File: src/rtl/seq_det_pkg.sv
// seq_det_pkg: shared constants for the time-shared 1011 sequence detector.
// Holds the 3-bit detector state width and the S0..S4 state encodings.
package seq_det_pkg;

   localparam int STATE_W = 3;

   localparam logic [2:0] S0 = 3'd0;
   localparam logic [2:0] S1 = 3'd1;
   localparam logic [2:0] S2 = 3'd2;
   localparam logic [2:0] S3 = 3'd3;
   localparam logic [2:0] S4 = 3'd4;

endpackage

File: src/rtl/seq_det_core.sv
// seq_det_core: combinational next-state / hit logic for the 1011 detector.
// Ports: state (current), in (serial bit) -> next_state, hit (entering S4).
module seq_det_core
   import seq_det_pkg::*;
(
   input  logic [STATE_W-1:0] state,
   input  logic               in,
   output logic [STATE_W-1:0] next_state,
   output logic               hit
);

   always_comb begin
      next_state = S0;
      case (state)
         S0:      next_state = in ? S1 : S0;
         S1:      next_state = in ? S1 : S2;
         S2:      next_state = in ? S3 : S0;
         S3:      next_state = in ? S4 : S2;
         S4:      next_state = in ? S1 : S2;
         default: next_state = S0;
      endcase
   end

   assign hit = (next_state == S4);

endmodule

File: src/rtl/seq_det_sched.sv
// seq_det_sched: round-robin scheduler sharing one 1011 detector over NCH
// serial channels. Ports: clk, rst (async, active-high), clr (sync clear),
// bit_valid/bit_data/bit_ready per channel, match pulses, match_cnt counts.
// Optional counters built only with macro SEQ_DET_SCHED_CNT_EN defined.
module seq_det_sched
   import seq_det_pkg::*;
#(
   parameter int NCH   = 4,
   parameter int CNT_W = 8
) (
   input  logic                 clk,
   input  logic                 rst,
   input  logic                 clr,
   input  logic [NCH-1:0]       bit_valid,
   input  logic [NCH-1:0]       bit_data,
   output logic [NCH-1:0]       bit_ready,
   output logic [NCH-1:0]       match,
   output logic [NCH*CNT_W-1:0] match_cnt
);

   localparam int PTR_W = (NCH > 1) ? $clog2(NCH) : 1;

   logic [PTR_W-1:0]   r_ptr;
   logic [STATE_W-1:0] r_state [NCH];
   logic [NCH-1:0]     r_match;

   logic               w_any;
   logic [PTR_W-1:0]   w_idx;
   logic               w_xfer;
   logic [PTR_W-1:0]   w_ptr_nxt;
   logic [STATE_W-1:0] w_cur;
   logic [STATE_W-1:0] w_nxt;
   logic               w_hit;

   // Search from r_ptr upward, wrapping at NCH; first valid wins.
   always_comb begin
      logic [PTR_W:0] v_sum;
      w_any = 1'b0;
      w_idx = '0;
      v_sum = '0;
      for (int i = 0; i < NCH; i++) begin
         v_sum = {1'b0, r_ptr} + (PTR_W+1)'(i);
         if (v_sum >= (PTR_W+1)'(NCH))
            v_sum = v_sum - (PTR_W+1)'(NCH);
         if (!w_any && bit_valid[v_sum[PTR_W-1:0]]) begin
            w_any = 1'b1;
            w_idx = v_sum[PTR_W-1:0];
         end
      end
   end

   // Grants are suppressed during reset and clear.
   assign w_xfer = w_any & ~clr & ~rst;

   always_comb begin
      bit_ready = '0;
      if (w_xfer)
         bit_ready[w_idx] = 1'b1;
   end

   assign w_ptr_nxt = (w_idx == PTR_W'(NCH-1)) ? '0 : w_idx + 1'b1;
   assign w_cur     = r_state[w_idx];

   seq_det_core u_core (
      .state      (w_cur),
      .in         (bit_data[w_idx]),
      .next_state (w_nxt),
      .hit        (w_hit)
   );

   always_ff @(posedge clk or posedge rst) begin
      if (rst) begin
         r_ptr   <= '0;
         r_match <= '0;
         for (int i = 0; i < NCH; i++)
            r_state[i] <= S0;
      end else if (clr) begin
         r_ptr   <= '0;
         r_match <= '0;
         for (int i = 0; i < NCH; i++)
            r_state[i] <= S0;
      end else begin
         r_match <= '0;
         if (w_xfer) begin
            r_state[w_idx] <= w_nxt;
            r_match[w_idx] <= w_hit;
            r_ptr          <= w_ptr_nxt;
         end
      end
   end

   assign match = r_match;

`ifdef SEQ_DET_SCHED_CNT_EN
   logic [NCH*CNT_W-1:0] r_cnt;

   // Saturating per-channel count, bumped on the edge that sets match.
   always_ff @(posedge clk or posedge rst) begin
      if (rst) begin
         r_cnt <= '0;
      end else if (clr) begin
         r_cnt <= '0;
      end else if (w_xfer && w_hit &&
                   (r_cnt[w_idx*CNT_W +: CNT_W] != {CNT_W{1'b1}})) begin
         r_cnt[w_idx*CNT_W +: CNT_W] <=
            r_cnt[w_idx*CNT_W +: CNT_W] + 1'b1;
      end
   end

   assign match_cnt = r_cnt;
`else
   assign match_cnt = '0;
`endif

endmodule

File: config.mk
export PLATFORM = sky130hd
export DESIGN_NAME = seq_det_sched
export DESIGN_NICKNAME = d
export VERILOG_FILES = /design/src/rtl/seq_det_pkg.sv /design/src/rtl/seq_det_core.sv /design/src/rtl/seq_det_sched.sv
export SDC_FILE = /design/constraint.sdc
export NUM_CORES = 1
export LEC_CHECK = 0
export BUFFER_PORTS_ARGS = -buffer_cell sky130_fd_sc_hd__buf_2
export CORE_ASPECT_RATIO = 0.8
export CORE_MARGIN = 3
export CORE_UTILIZATION = 46
export CTS_BUF_LIST = sky130_fd_sc_hd__clkbuf_8
export DETAILED_ROUTE_END_ITERATION = 10
export PLACE_DENSITY = 0.78
export SLEW_MARGIN = 25
export SYNTH_ARGS = -nofsm -noshare
export SYNTH_HDL_FRONTEND = slang
export SYNTH_SLANG_ARGS = --single-unit
File: constraint.sdc
create_clock -name clk -period 2.15 [get_ports clk]
set_input_delay 0.1075 -clock clk [delete_from_list [all_inputs] [get_ports clk]]
set_output_delay 0.1075 -clock clk [all_outputs]
set_load 0.05 [all_outputs]
# Word-level counts from Yosys, hierarchy flattened

Cells that the tools add are included.

Register bits: 18
Output and inout bits: 40
Word-level logic and storage cells: 92
Input bits: 11

Equal/unequal tests: 6
$add $sub $neg: 8
Magnitude comparators: 12
Reduce and logical (&&, ||, !) cells: 11
Bitwise logic cells: 6
Mux-type cells: 43

Operator list:

| kind                                                                                | number |
|---|---|
| 2-bit 2-to-1 mux                                                                    | 13 |
| 12-bit 2-to-1 mux                                                                   | 2 |
| 2-bit by 3-bit less-than comparator with 1-bit output, second input constant        | 5 |
| 12-bit bitwise mux                                                                  | 1 |
| 3-bit greater-or-equal comparator, second input constant                            | 4 |
| 3-bit 2-to-1 mux                                                                    | 4 |
| 4-bit 2-to-1 mux                                                                    | 3 |
| 3-bit one-hot mux with 4 select lines                                               | 1 |
| 1-bit 2-to-1 mux                                                                    | 11 |
| 1-bit binary-select mux with 2-bit select                                           | 5 |
| 2-bit by 1-bit subtractor with 2-bit output, second input constant                  | 4 |
| 2-bit by 2-bit adder with 3-bit output, second input constant                       | 2 |
| 3-bit binary-select mux with 2-bit select                                           | 1 |
| 3-bit demux with 2-bit select                                                       | 1 |
| 3-bit by 2-bit equality test with 1-bit output, second input constant               | 2 |
| 3-bit equality test, second input constant                                          | 2 |
| 1-bit logical AND                                                                   | 5 |
| 4-bit bitwise AND                                                                   | 1 |
| 2-bit by 1-bit adder with 3-bit output, second input constant                       | 1 |
| 3-bit by 1-bit equality test with 1-bit output, second input constant               | 1 |
| 2-bit by 3-bit greater-or-equal comparator with 1-bit output, second input constant | 1 |
| 1-bit zero test                                                                     | 3 |
| 3-bit zero test                                                                     | 1 |
| 3-bit by 1-bit less-than comparator with 1-bit output, second input constant        | 1 |
| 9 further kinds                                                                     | 11 |

# Depth between registers and ports, before layout

Word-level depth: 25
Gate-level depth with buffers: 9
Depth with buffers taken out: 8

# Hierarchy

Synthesis repeated with hierarchy kept, for this count alone.

Cell total of the unflattened synthesis: 151
Area total of the unflattened synthesis: 1386.3 µm²

Modules (own cells, without submodules):

| module        | cells each | times used | area an instance (µm²) | seq. area each (µm²) |
|---|---|---|---|---|
| seq_det_sched | 142        | 1          | 1315.0                 | 450.4 |
| seq_det_core  | 9          | 1          | 71.3                   | 0.0 |

# Worst setup path before layout

No wires, ideal clock.

Path type: register to register
Start point: register r_ptr[1]
End point: register r_state[5] (netlist bit)
Slack: -0.174 ns
Stages on the path, launching flop included: 9
Setup time: 0.118 ns
Period minus slack after synthesis: 2.324 ns
Data arrival time: 2.206 ns
Data required time: 2.032 ns
Buffers on the path: 1
Cells stage by stage: dfrtp_1 or4_1 buf_2 nand2_1 inv_1 ha_1 and2_1 nor2b_1 a21o_1

Word-level cells in the longest chain between the ends: 24
Elaborated cells between the ends (all ways): 62
Those cells by class: 7 x add/sub; 6 x order compare; 4 x eq/ne; 32 x mux; 3 x bitwise; 10 x reduce/logical

RTL lines:

| what                                                                            | RTL line            | RTL |
|---|---|---|
| start: declaration                                                              | seq_det_sched.sv:23 | `logic [PTR_W-1:0] r_ptr;` |
| start signal: assignment                                                        | seq_det_sched.sv:87 | `r_ptr <= w_ptr_nxt;` |
| branches (longest 24 deep; another with 2-bit by 1-bit adder with 3-bit output) | -                   |  |
| end signal: indexed assignment                                                  | seq_det_sched.sv:85 | `r_state[w_idx] <= w_nxt;` |
| end: declaration                                                                | seq_det_sched.sv:24 | `logic [STATE_W-1:0] r_state [NCH];` |

Several ways; the timed one is not identified. The select of a mux whose other input is x is not followed.
A chain may end at the register's enable or synchronous reset.

# Worst setup path in the final report

Start point: register r_ptr[1]
End point: register r_state[1] (netlist bit)

The elaborated chain is that of the path after synthesis.

==> metrics.cfg <==
[status]
status=complete, but fails checks
violations=negative setup slack

[logic_synthesis]
avgSynthCellArea_sq_um=8.85
synth_area_sq_um=1380
yosysWarnings=0
synth_seq_cells=18
synthCells=156
synth_area_leaders=dfrtp_1, buf_4, a22o_1
yosysSeqAreaShare=0.326
ys_types=35
synth_top_area_share=0.326
yosys.area.top_type=dfrtp_1

[sta]
setup-violations-final=16
hold_viol=0
min_period_ns=2.32
skew_ns=0.00112
post-route-period-util=1.08
rsz0062_at_grt=true
maxSlewViolCount=0
worst_pin_slew_ns=0.664
fin_ws_ns=-0.167
slew_headroom=0.557
whs_ns=0.0946
fmax_mhz=432

[placement]
dp_slack_ns=-0.170
port_buffers=18
place.gp.congestion=0.888
dp_hpwl_um=2570
dp_cells=222

[clock_tree]
clock-sinks=18
cts-buffers-inserted=3
root_buffer=clkbuf_8
path_clk_slew_ns=0.07
h-tree-depth=1
cts_tree=done
clk_latency_ns=0.26
ctsLongestPathBuffers=2

[cells_and_area]
postLayoutCoreUtil=0.628
diodes=0
drive_gt1_frac=0.389
nets=209
area_growth_pct=27.6
finalNonFillerCells=231

[grt]
grt_usage=0.201
grt_start_max_net_pins=19
grt.overflow.total=0
grt_pass1_vias=1178
grt_pass1_wl_um=5460
antenna_found_initial=0

[route]
drc=0
dr_total_vias=1268
wire_per_inst_um=15.6
ant_nets=0
viasPerCell=5.49
wl_um=3600
dr.first_iter.drc_count=64
drt_pass1_iterations=4

[floorplanning]
initial_core_util=0.492
dieArea_sq_um=3700
die_y_um=55.0
io_pins=51
core_area_sq_um=2810
die_width_um=67.3
fp-row-count=17

[worst_setup_path]
crit_top_cell=or4_4
path_cells=or4_4, a21bo_1, a32o_2, or4_4, o211ai_4, a22o_1
end_kind=register
critPathKind=reg2reg
cp-start-kind=register
path_max_fanout=6
critPathSlowestCell=or4_4
required_ns=2.35
crit_arrival_ns=2.51
critical_path.max_stage_delay_ns=0.55

[pwr]
leakagePower_nw=0.872
peakVddDrop_mv=0.361
power_density_nw_per_um2=669

[hold_path]
min_path_type=in2reg

[flow_run]
maxCapViolations=0

metal layers:
metal  track usage  wire (um)  share of wire  up-vias
met5             0          0              0        -
met4        0.0909        102          0.028        0
met3        0.0364        310          0.086       10
met2         0.351       1680           0.47       67
met1         0.246       1500           0.42      618
li1              -          -              -      573
synth_stat cells:
master and n:
clkbuf_1 3, dfrtp_1 18, a211o_1 1, a32o_2 1, nor2b_2 1, a32oi_1 4
buf_2 2, nand4_1 1, mux2i_1 1, nor2_1 8, a32o_1 1, ha_1 4
a21oi_1 6, buf_4 32, o21ai_0 3, o211ai_2 1, or4b_4 1, a21o_1 4
a21bo_1 1, maj3_1 1, nor4_1 4, conb_1 1, nand3_1 9, nand2_1 12
nor3b_1 4, o31ai_1 1, o21bai_1 1, inv_1 6, or4_1 2, and2_1 2
nand2b_1 1, nor2b_1 5, a221oi_1 4, a22o_1 7, a21bo_2 3
flip-flops by register name, summed over array words and instances, names as in the netlist:
register and flops:
match 4, r_ptr 2, r_state 12
through the flow:
| stage | total power, mW | instance area (sq um) | setup TNS, ns |
|---|---|---|---|
| 2_1_floorplan | 0.748 | 1520 | -0.624 |
| 3_3_place_gp | 0.804 | 1520 | -1.32 |
| 3_5_place_dp | 0.818 | 1520 | -2.02 |
| 4_1_cts | 1.14 | 1690 | -1.74 |
| 5_1_grt | 1.23 | 1760 | -3.41 |
| 6_report | 1.18 | 1760 | -1.89 |
repair_timing:
action	4_1_cts	5_1_grt
setup endpoints to repair	20	20
setup buffers	3	1
resized for setup	25	14
hold buffers	1	0
pin swaps	5	10
endpoints found under the hold margin	18	0
placed cells by master (no fill, tap or decap), drive strengths merged:
cell and n:
a211o 1, a21bo 4, a21o 4, a21oi 6, a221oi 4, a22o 7
a32o 2, a32oi 4, and2 2, buf 38, clkbuf 4, conb 32
dfrtp 18, dlygate4sd3 1, ha 4, inv 6, maj3 1, mux2i 1
nand2 12, nand2b 1, nand3 9, nand4 1, nor2 8, nor2b 6
nor3b 4, nor4 4, o211ai 1, o21ai 3, o21bai 1, o31ai 1
or4 2, or4b 1
final timing paths:
kind | startpoint | end | slack (ns) | cells past startpoint
max in group asynchronous | rst | r_ptr[1] | 1.16 | 3
min in group asynchronous | rst | r_ptr[0] | 0.53 | 3
worst max register to register | r_ptr[1] | r_state[1] | -0.17 | 6
worst min register to register | r_state[5] | r_state[5] | 0.51 | 1
worst max-delay path | r_ptr[1] | r_state[1] | -0.17 | 6
worst min-delay path | clr | r_ptr[1] | 0.09 | 2
power breakdown:
group          total, mW  switching [mW]  internal (mW)
Sequential         0.369          0.0149          0.354
Clock              0.277           0.115          0.163
Combinational      0.532           0.347          0.185
worst max-delay path: cells and delay by family (launching register included):
family / cells / cell delay [ns]
flops: 1 / 0.44
compound gates: 4 / 0.77
simple gates: 2 / 1.04
cell type report:
| class | count | area [sq um] |
|---|---|---|
| clock buffers | 4 | 55.1 |
| inverters | 6 | 22.5 |
| flip-flops and latches | 18 | 452 |
| fillers | 218 | 1040 |
| well taps | 38 | 47.5 |
| repair buffers | 39 | 294 |
| multi-input cells | 126 | 892 |
cell families (layout without fill, tap and decap cells):
family,count (synthesis),count (layout),share of synthesized area
fa+ha+maj,5,5,0.0435
other cells,1,32,0.00271
compound gates,38,38,0.220
mux,1,1,0.00725
buf+inv,43,49,0.206
flops,18,18,0.326
simple gates,50,50,0.195
(Power assumes the default switching activity.)
